`config.mk`:
```
export PLATFORM = sky130hd
export DESIGN_NAME = ham1511_stream_decoder
export DESIGN_NICKNAME = d
export VERILOG_FILES = /design/src/rtl/ham1511_stream_decoder.sv
export SDC_FILE = /design/constraint.sdc
export NUM_CORES = 1
export LEC_CHECK = 0
export ABC_AREA = 0
export CAP_MARGIN = 10
export CORE_MARGIN = 4
export CORE_UTILIZATION = 55
export CTS_BUF_LIST = sky130_fd_sc_hd__clkbuf_4
export CTS_CLUSTER_SIZE = 28
export DETAILED_ROUTE_END_ITERATION = 10
export PLACE_DENSITY = 0.85
export SLEW_MARGIN = 20
export SYNTH_ARGS = -nofsm -noshare
export SYNTH_HDL_FRONTEND = slang
export SYNTH_SLANG_ARGS = --single-unit
```
`constraint.sdc`:
```
create_clock -name clk -period 3.14 [get_ports clk]
set_clock_uncertainty 0.2 [all_clocks]
set_input_delay 0.471 -clock clk [delete_from_list [all_inputs] [get_ports clk]]
set_output_delay 0.471 -clock clk [all_outputs]
set_load 0.05 [all_outputs]
```
`src/rtl/ham1511_stream_decoder.sv`:
```
// Two-stage streaming Hamming(15,11) decoder: S1 registers codeword + syndrome,
// S2 registers the corrected data word and flags. Saturating delivery counters.
module ham1511_stream_decoder #(
   parameter int CNT_W = 16
) (
   input  logic             clk,
   input  logic             rst,
   input  logic             in_valid,
   output logic             in_ready,
   input  logic [14:0]      in_cw,
   output logic             out_valid,
   input  logic             out_ready,
   output logic [10:0]      out_data,
   output logic [3:0]       out_syndrome,
   output logic             out_corrected,
   output logic             out_par_err,
   input  logic             clr_cnt,
   output logic [CNT_W-1:0] word_cnt,
   output logic [CNT_W-1:0] corr_cnt
);

   // Syndrome bit k covers every position whose 1-based index has bit k set.
   function automatic logic [3:0] calc_syn(input logic [14:0] cw);
      logic [3:0] s;
      s = '0;
      for (int p = 1; p < 16; p++) begin
         for (int k = 0; k < 4; k++) begin
            if (p[k]) s[k] = s[k] ^ cw[p-1];
         end
      end
      return s;
   endfunction

   function automatic logic [10:0] extract(input logic [14:0] c);
      return {c[14], c[13], c[12], c[11], c[10], c[9], c[8], c[6], c[5], c[4], c[2]};
   endfunction

   logic             adv1, adv2, out_xfer;
   logic             v1_q, v1_d, v2_q, v2_d;
   logic [14:0]      cw1_q, cw1_d, fixed_cw;
   logic [3:0]       syn1_q, syn1_d, syn2_q, syn2_d;
   logic [10:0]      data2_q, data2_d;
   logic             corr2_q, corr2_d, par2_q, par2_d;
   logic [CNT_W-1:0] wcnt_q, wcnt_d, ccnt_q, ccnt_d;

   always_comb begin
      adv2     = ~v2_q | out_ready;
      adv1     = ~v1_q | adv2;
      out_xfer = v2_q & out_ready;
      v1_d     = v1_q;
      cw1_d    = cw1_q;
      syn1_d   = syn1_q;
      v2_d     = v2_q;
      data2_d  = data2_q;
      syn2_d   = syn2_q;
      corr2_d  = corr2_q;
      par2_d   = par2_q;
      wcnt_d   = wcnt_q;
      ccnt_d   = ccnt_q;
      fixed_cw = cw1_q;

      if (adv1) begin
         v1_d = in_valid;
         if (in_valid) begin
            cw1_d  = in_cw;
            syn1_d = calc_syn(in_cw);
         end
      end

      // Perfect code: any nonzero syndrome names the position to invert.
      if (syn1_q != 4'd0) fixed_cw = cw1_q ^ (15'd1 << (syn1_q - 4'd1));

      if (adv2) begin
         v2_d = v1_q;
         if (v1_q) begin
            data2_d = extract(fixed_cw);
            syn2_d  = syn1_q;
            corr2_d = |syn1_q;
            par2_d  = (syn1_q != 4'd0) && ((syn1_q & (syn1_q - 4'd1)) == 4'd0);
         end
      end

      if (clr_cnt) begin
         wcnt_d = '0;
         ccnt_d = '0;
      end else if (out_xfer) begin
         if (wcnt_q != '1) wcnt_d = wcnt_q + {{(CNT_W-1){1'b0}}, 1'b1};
         if (corr2_q && ccnt_q != '1) ccnt_d = ccnt_q + {{(CNT_W-1){1'b0}}, 1'b1};
      end
   end

   always_ff @(posedge clk or posedge rst) begin
      if (rst) begin
         v1_q    <= 1'b0;
         cw1_q   <= '0;
         syn1_q  <= '0;
         v2_q    <= 1'b0;
         data2_q <= '0;
         syn2_q  <= '0;
         corr2_q <= 1'b0;
         par2_q  <= 1'b0;
         wcnt_q  <= '0;
         ccnt_q  <= '0;
      end else begin
         v1_q    <= v1_d;
         cw1_q   <= cw1_d;
         syn1_q  <= syn1_d;
         v2_q    <= v2_d;
         data2_q <= data2_d;
         syn2_q  <= syn2_d;
         corr2_q <= corr2_d;
         par2_q  <= par2_d;
         wcnt_q  <= wcnt_d;
         ccnt_q  <= ccnt_d;
      end
   end

   assign in_ready      = adv1;
   assign out_valid     = v2_q;
   assign out_data      = data2_q;
   assign out_syndrome  = syn2_q;
   assign out_corrected = corr2_q;
   assign out_par_err   = par2_q;
   assign word_cnt      = wcnt_q;
   assign corr_cnt      = ccnt_q;

endmodule
```
==> results of run 1 <==
-- final timing paths --
| check | startpoint | endpoint |
|---|---|---|
| min in group clk | out_data[3]$_DFFE_PP0P_ | out_data[3]$_DFFE_PP0P_ |
| setup reg to reg | syn1_q[0]$_DFFE_PP0P_ | out_data[4]$_DFFE_PP0P_ |
| max in group asynchronous | rst | corr_cnt[15]$_DFFE_PP0P_ |
| hold reg to reg | out_data[3]$_DFFE_PP0P_ | out_data[3]$_DFFE_PP0P_ |
| setup / recovery | out_valid$_DFFE_PP0P_ | out_valid |
| hold / removal | rst | out_syndrome[0]$_DFFE_PP0P_ |
-- per-layer routing --
layer | part of all wire | routed length, um | vias up
li1 | - | - | 1301
met1 | 0.41 | 2950 | 1285
met2 | 0.52 | 3750 | 79
met3 | 0.049 | 355 | 14
met4 | 0.019 | 138 | 0
met5 | 0 | 0 | -
-- kinds of logic after synthesis --
kind of cell    synth area share
buf+inv                   0.0196
simple gates               0.192
compound gates            0.0791
flops                      0.488
xor+xnor                   0.150
mux                       0.0562
fa+ha+maj                 0.0148
-- cell usage after synthesis, drive strengths merged --
cell type    count  area share
a2111o           1      0.0033
a211oi           2      0.0044
a21o             2      0.0044
a21oi            4      0.0059
a311oi           1      0.0026
a31oi            1      0.0018
a41oi            1      0.0026
and2             2      0.0037
and3             6       0.011
and4             3      0.0078
and4b            1      0.0030
buf              2      0.0048
clkbuf           9       0.010
dfrtp           66        0.49
dlygate4sd1      1      0.0026
ha               4       0.015
inv              2      0.0022
mux2            16       0.053
mux2i            1      0.0030
nand2           27       0.030
nand2b           5      0.0092
nand3           12       0.018
nand3b           1      0.0022
nand4           11       0.020
nand4b           2      0.0052
nor2            31       0.034
nor3             6      0.0089
nor3b            3      0.0067
nor4             4      0.0074
nor4b            3      0.0078
nor4bb           3      0.0089
o2111a           1      0.0033
o2111ai          3      0.0078
o211ai           4      0.0089
o21ai           23       0.034
or2              1      0.0018
or3              2      0.0037
or4              1      0.0022
xnor2           30       0.078
xor2            28       0.072
-- state kept, by name, summed over array words and instances, names as in the netlist --
register       flops
out_data          11
out_par_err        1
syn1_q             4
out_corrected      1
out_syndrome       4
v1_q               1
corr_cnt          16
out_valid          1
cw1_q             11
word_cnt          16
-- cell usage in the layout (no fill, tap or decap), drive strengths merged, types with 5 or more instances in the layout --
master,count
clkdlybuf4s50,69
dfrtp,66
nor2,31
xnor2,30
xor2,28
nand2,27
o21ai,23
mux2,16
nand3,12
nand4,11
clkbuf,11
nor3,6
and3,6
nand2b,5
buf,5
-- metrics by stage --
stage | total power, mW | instance area, sq um
after global placement | 2.12 | 4160
after detailed placement | 2.15 | 4160
final | 2.67 | 4290
after global routing | 2.81 | 4290
after CTS | 2.70 | 4290
after floorplan | 1.81 | 3380
-- power by group --
group / leakage, nW / total (mW) / switching [mW] / internal [mW]
logic: 0.802 / 1.01 / 0.611 / 0.399
registers: 0.850 / 1.11 / 0.126 / 0.983
clock network: 0.0741 / 0.549 / 0.297 / 0.252
-- final cells by class --
type	instances	area, sq um	area share
clock buffers	11	82.6	0.0193
clock inverters	4	43.8	0.0102
inverters	2	7.51	0.00175
multi-input cells	246	1670	0.389
flip-flops and latches	66	1650	0.385
well taps	75	93.8	0.0219
repair buffers	74	741	0.173
==> results.py, run 1 <==
metrics = {
    "clock_network": {
        "clock_latency_ns": 0.42,
        "count_of_instances_resized_after_the_clock_tree_is_built": 0,
        "ctsHoldBuffers": 0,
        "cts.repair_timing.setup_buffer_count": 0,
        "clockRootBuffer": "sky130_fd_sc_hd__clkbuf_4",
        "htree_num_levels": 3,
        "cts_num_sinks": 66,
        "cts_made_buffers": 9,
        "cts.clk_slew.worst_paths_ns": 0.10,
        "max-clock-path-buffers": 2,
        "cts_tree": "built",
    },
    "setup_path": {
        "endpoint_kind": "output port",
        "worst_r2r_path_depth": 6,
        "critical_path_peak_fanout": 8,
        "cp_top_delay_family": "buffers and inverters",
        "worst_ep_arrival_time_ns": 1.78,
        "timing.critical_path.buf_inv": 1,
        "worst_path_max_delay_cell": "sky130_fd_sc_hd__clkdlybuf4s50_1",
        "crit_path_start_kind": "flop",
        "longest_individual_stage_delay_on_the_worst_path_ns": 0.86,
        "series_of_cell_instances_along_the_critical_path": "clkdlybuf4s50_1",
        "setup.reg_to_reg.worst_slack_ns": 0.70,
        "setup.worst_path.class": "flop to output port",
        "critical_path_depth": 1,
        "critical_path_required_ns": 2.47,
    },
    "synthesis": {
        "synth.cell_area_sq_um": 3380,
        "synthDistinctLibCells": 42,
        "synth.net_count": 350,
        "yosys_register_bits": 66,
        "netlist_instances": 326,
        "synth.yosys.warnings": 0,
        "synth-seq-area-share": 0.488,
        "synth_area_per_cell_sq_um": 10.4,
    },
    "routing": {
        "detail_route.iter0.violations": 111,
        "drt.antenna.violating_nets": 0,
        "via_count": 2679,
        "avgViaCountPerCell": 5.60,
        "detail_route.first_pass.iterations": 4,
        "drt-wirelength-per-cell_um": 15.1,
        "drt-total-wl_um": 7200,
        "final_routed_drc_violation_total": 0,
    },
    "sta": {
        "rsz_0062_raised_after_global_routing": "false",
        "worst_pin_slew_ns": 0.630,
        "report.final.slew_viol_count": 0,
        "final.min_clock_period_ns": 2.45,
        "post-route-period-util": 0.780,
        "finalHoldViolCount": 0,
        "setup_ws_ns": 0.691,
        "minimum_hold_slack_ns": 0.229,
        "slew-limit-headroom": 0.579,
        "setup_viol": 0,
        "fmax_mhz": 408,
        "fin_tns_setup_ns": 0,
    },
    "grt": {
        "met1_resource_use_gr": 0.247,
        "grt_max_usage_layer": "met2",
        "gr-usage-met2": 0.373,
        "combined_global_route_utilization_of_all_metal_layers": 0.207,
        "grt_max_degree": 41,
        "grt_first_pass_wirelength_um": 12200,
        "grt_antenna_before_repair": 0,
        "overflow": 0,
        "grt_util_met3": 0.0333,
        "first_global_vias": 2623,
    },
    "power": {
        "peakVddDrop_v": 0.000402,
        "static-leakage-power_nw": 1.73,
        "power_density_nw_per_um2": 623,
    },
    "hold_path": {
        "holdCritPathClass": "primary input to async pin",
    },
    "placement": {
        "portBuffers": 70,
        "place.detailed.instances": 463,
        "globalplace.congestion": 0.879,
        "preCtsSetupSlack_ns": 0.560,
        "dp_hpwl_um": 5350,
    },
    "final_layout": {
        "syn2layout_area_growth_pct": 26.7,
        "fillers": 471,
        "utilization": 0.720,
        "antennaDiodeCount": 0,
        "final_cells": 478,
        "fraction_of_layout_instances_using_a_drive_strength_above_1": 0.0943,
        "fin_nets": 423,
    },
    "die": {
        "die_x_um": 86.4,
        "die_area_sq_um": 7470,
        "core.rowCount": 28,
        "die_y_um": 86.4,
        "core-area_sq_um": 5960,
        "initial_core_util": 0.568,
        "top_level_ports": 71,
    },
    "run_status": {
        "status": "complete, no violations",
    },
    "run": {
        "maxCapViolCount": 0,
    },
}
Note: power is estimated with default switching activity, not from simulation.
==> run 2: changes to the inputs <==
--- a/config.mk
+++ b/config.mk
@@ -8,11 +8,11 @@
 export ABC_AREA = 0
 export CAP_MARGIN = 10
 export CORE_MARGIN = 4
-export CORE_UTILIZATION = 55
+export CORE_UTILIZATION = 48
 export CTS_BUF_LIST = sky130_fd_sc_hd__clkbuf_4
 export CTS_CLUSTER_SIZE = 28
 export DETAILED_ROUTE_END_ITERATION = 10
-export PLACE_DENSITY = 0.85
+export PLACE_DENSITY = 0.79
 export SLEW_MARGIN = 20
 export SYNTH_ARGS = -nofsm -noshare
 export SYNTH_HDL_FRONTEND = slang
==> constraint.sdc (replaced) <==
create_clock -name clk -period 2 [get_ports clk]
set_clock_uncertainty 0.2 [all_clocks]
set_input_delay 0.3 -clock clk [delete_from_list [all_inputs] [get_ports clk]]
set_output_delay 0.3 -clock clk [all_outputs]
set_load 0.05 [all_outputs]
==> results.py, run 2 (synthesis gave the netlist of run 1 again) <==
metrics = {
    "setup_path": {
        "worst_r2r_path_depth": 5,
        "critical_path_peak_fanout": 9,
        "rr_endpoint": "out_data[9]$_DFFE_PP0P_",
        "setup.worst_path.class": "flop to flop",
        "crit_path_start_kind": "flop",
        "critical_path_required_ns": 2.07,
        "endpoint_kind": "flop",
        "setup.reg_to_reg.worst_slack_ns": 0.01,
        "worst_ep_arrival_time_ns": 2.05,
        "r2r_start": "syn1_q[0]$_DFFE_PP0P_",
    },
    "die": {
        "core.rowCount": 30,
        "die_area_sq_um": 8460,
        "core-area_sq_um": 6830,
        "initial_core_util": 0.495,
        "die_x_um": 92.0,
        "die_y_um": 92.0,
        "top_level_ports": 71,
    },
    "clock_network": {
        "clock_latency_ns": 0.39,
        "cts_made_buffers": 9,
        "max-clock-path-buffers": 2,
        "cts_num_sinks": 66,
        "clockRootBuffer": "sky130_fd_sc_hd__clkbuf_4",
        "htree_num_levels": 3,
        "cts_tree": "built",
        "ctsHoldBuffers": 0,
        "cts.clk_slew.worst_paths_ns": 0.11,
    },
    "run_status": {
        "status": "complete, no violations",
    },
    "sta": {
        "rsz_0062_raised_after_global_routing": "true",
        "final.min_clock_period_ns": 1.99,
        "fin_tns_setup_ns": 0,
        "setup_ws_ns": 0.0128,
        "slew-limit-headroom": 0.754,
        "fmax_mhz": 503,
        "minimum_hold_slack_ns": 0.132,
        "setup_viol": 0,
        "post-route-period-util": 0.994,
        "worst_pin_slew_ns": 0.369,
        "finalHoldViolCount": 0,
        "report.final.slew_viol_count": 0,
    },
    "routing": {
        "via_count": 2795,
        "detail_route.iter0.violations": 95,
        "detail_route.first_pass.iterations": 4,
        "avgViaCountPerCell": 5.24,
        "drt.antenna.violating_nets": 0,
        "drt-wirelength-per-cell_um": 13.8,
        "drt-total-wl_um": 7330,
        "final_routed_drc_violation_total": 0,
    },
    "final_layout": {
        "final_design_area_no_fill_sq_um": 4670,
        "fraction_of_layout_instances_using_a_drive_strength_above_1": 0.384,
        "mostFrequentLayoutCell": "sky130_fd_sc_hd__buf_4",
        "fin_nets": 456,
        "syn2layout_area_growth_pct": 38.1,
        "mostFrequentLayoutCells": "86 x sky130_fd_sc_hd__buf_4, 42 x sky130_fd_sc_hd__dfrtp_1, 31 x sky130_fd_sc_hd__nor2_1",
        "antennaDiodeCount": 0,
    },
    "run": {
        "maxCapViolCount": 0,
    },
    "grt": {
        "combined_global_route_utilization_of_all_metal_layers": 0.180,
        "grt_antenna_before_repair": 0,
        "first_global_vias": 2675,
        "grt_first_pass_wirelength_um": 12500,
        "grt_max_degree": 67,
        "overflow": 0,
    },
    "power": {
        "power_density_nw_per_um2": 949,
        "peakVddDrop_v": 0.000800,
        "static-leakage-power_nw": 2.01,
    },
    "placement": {
        "portBuffers": 70,
        "globalplace.congestion": 0.808,
        "preCtsSetupSlack_ns": -0.176,
        "dp_hpwl_um": 5550,
        "detailed_place.area_sq_um": 4460,
    },
    "hold_path": {
        "holdCritPathClass": "primary input to async pin",
    },
}
==> run 2: worst max path at each step <==
stage | depth (start not counted) | startpoint | end | slack (ns)
after CTS | 5 | syn1_q[0]$_DFFE_PP0P_ | out_data[1]$_DFFE_PP0P_ | 0.004
after floorplan | 4 | out_valid$_DFFE_PP0P_ | cw1_q[10]$_DFFE_PP0P_ | -0.28
after global routing | 5 | syn1_q[0]$_DFFE_PP0P_ | out_data[10]$_DFFE_PP0P_ | -0.09
after global placement | 6 | out_ready | corr_cnt[8]$_DFFE_PP0P_ | -0.13
final | 5 | syn1_q[0]$_DFFE_PP0P_ | out_data[9]$_DFFE_PP0P_ | 0.01
after detailed placement | 7 | clr_cnt | word_cnt[9]$_DFFE_PP0P_ | -0.18
==> run 2: where the power goes <==
group,switching [mW],internal (mW)
clock network,0.441,0.322
registers,0.163,1.55
logic,1.14,0.820
total,1.75,2.69
==> run 2: worst max-delay path: stages (launching register included) <==
cell                      delay [ns]
sky130_fd_sc_hd__dfrtp_1        0.42
sky130_fd_sc_hd__or3_4          0.39
sky130_fd_sc_hd__ha_4           0.27
sky130_fd_sc_hd__nor4b_1        0.35
sky130_fd_sc_hd__xnor2_1        0.16
sky130_fd_sc_hd__o21ai_0        0.08
==> run 2: repair_timing <==
| action | 4_1_cts | 5_1_grt |
|---|---|---|
| buffers inserted | 0 | 0 |
| pin swaps | 2 | 0 |
| setup endpoints to repair | 8 | 10 |
| gates resized for setup | 13 | 7 |
==> run 2: area by class of cell <==
type / count / area, sq um
clock buffer: 14 / 105
clock inverter: 2 / 8.76
fill: 557 / 2160
inverter: 2 / 11.3
multi-input combinational: 246 / 1870
sequential: 66 / 1680
tap: 96 / 120
timing repair buffer: 107 / 876
==> run 2: routing by layer <==
metal | vias up | wire length [um] | global-route usage
met4 | 0 | 92 | 0.0631
met2 | 71 | 3680 | 0.311
met1 | 1340 | 3220 | 0.227
li1 | 1372 | - | -
met3 | 12 | 336 | 0.0312
met5 | - | 0 | 0
==> run 2: metrics by stage <==
stage	util	std cells	total power, mW
after floorplan	-	326	2.92
after global placement	0.653	517	3.44
after detailed placement	0.653	517	3.48
after CTS	0.681	533	4.43
after global routing	0.684	533	4.68
final	0.684	533	4.44
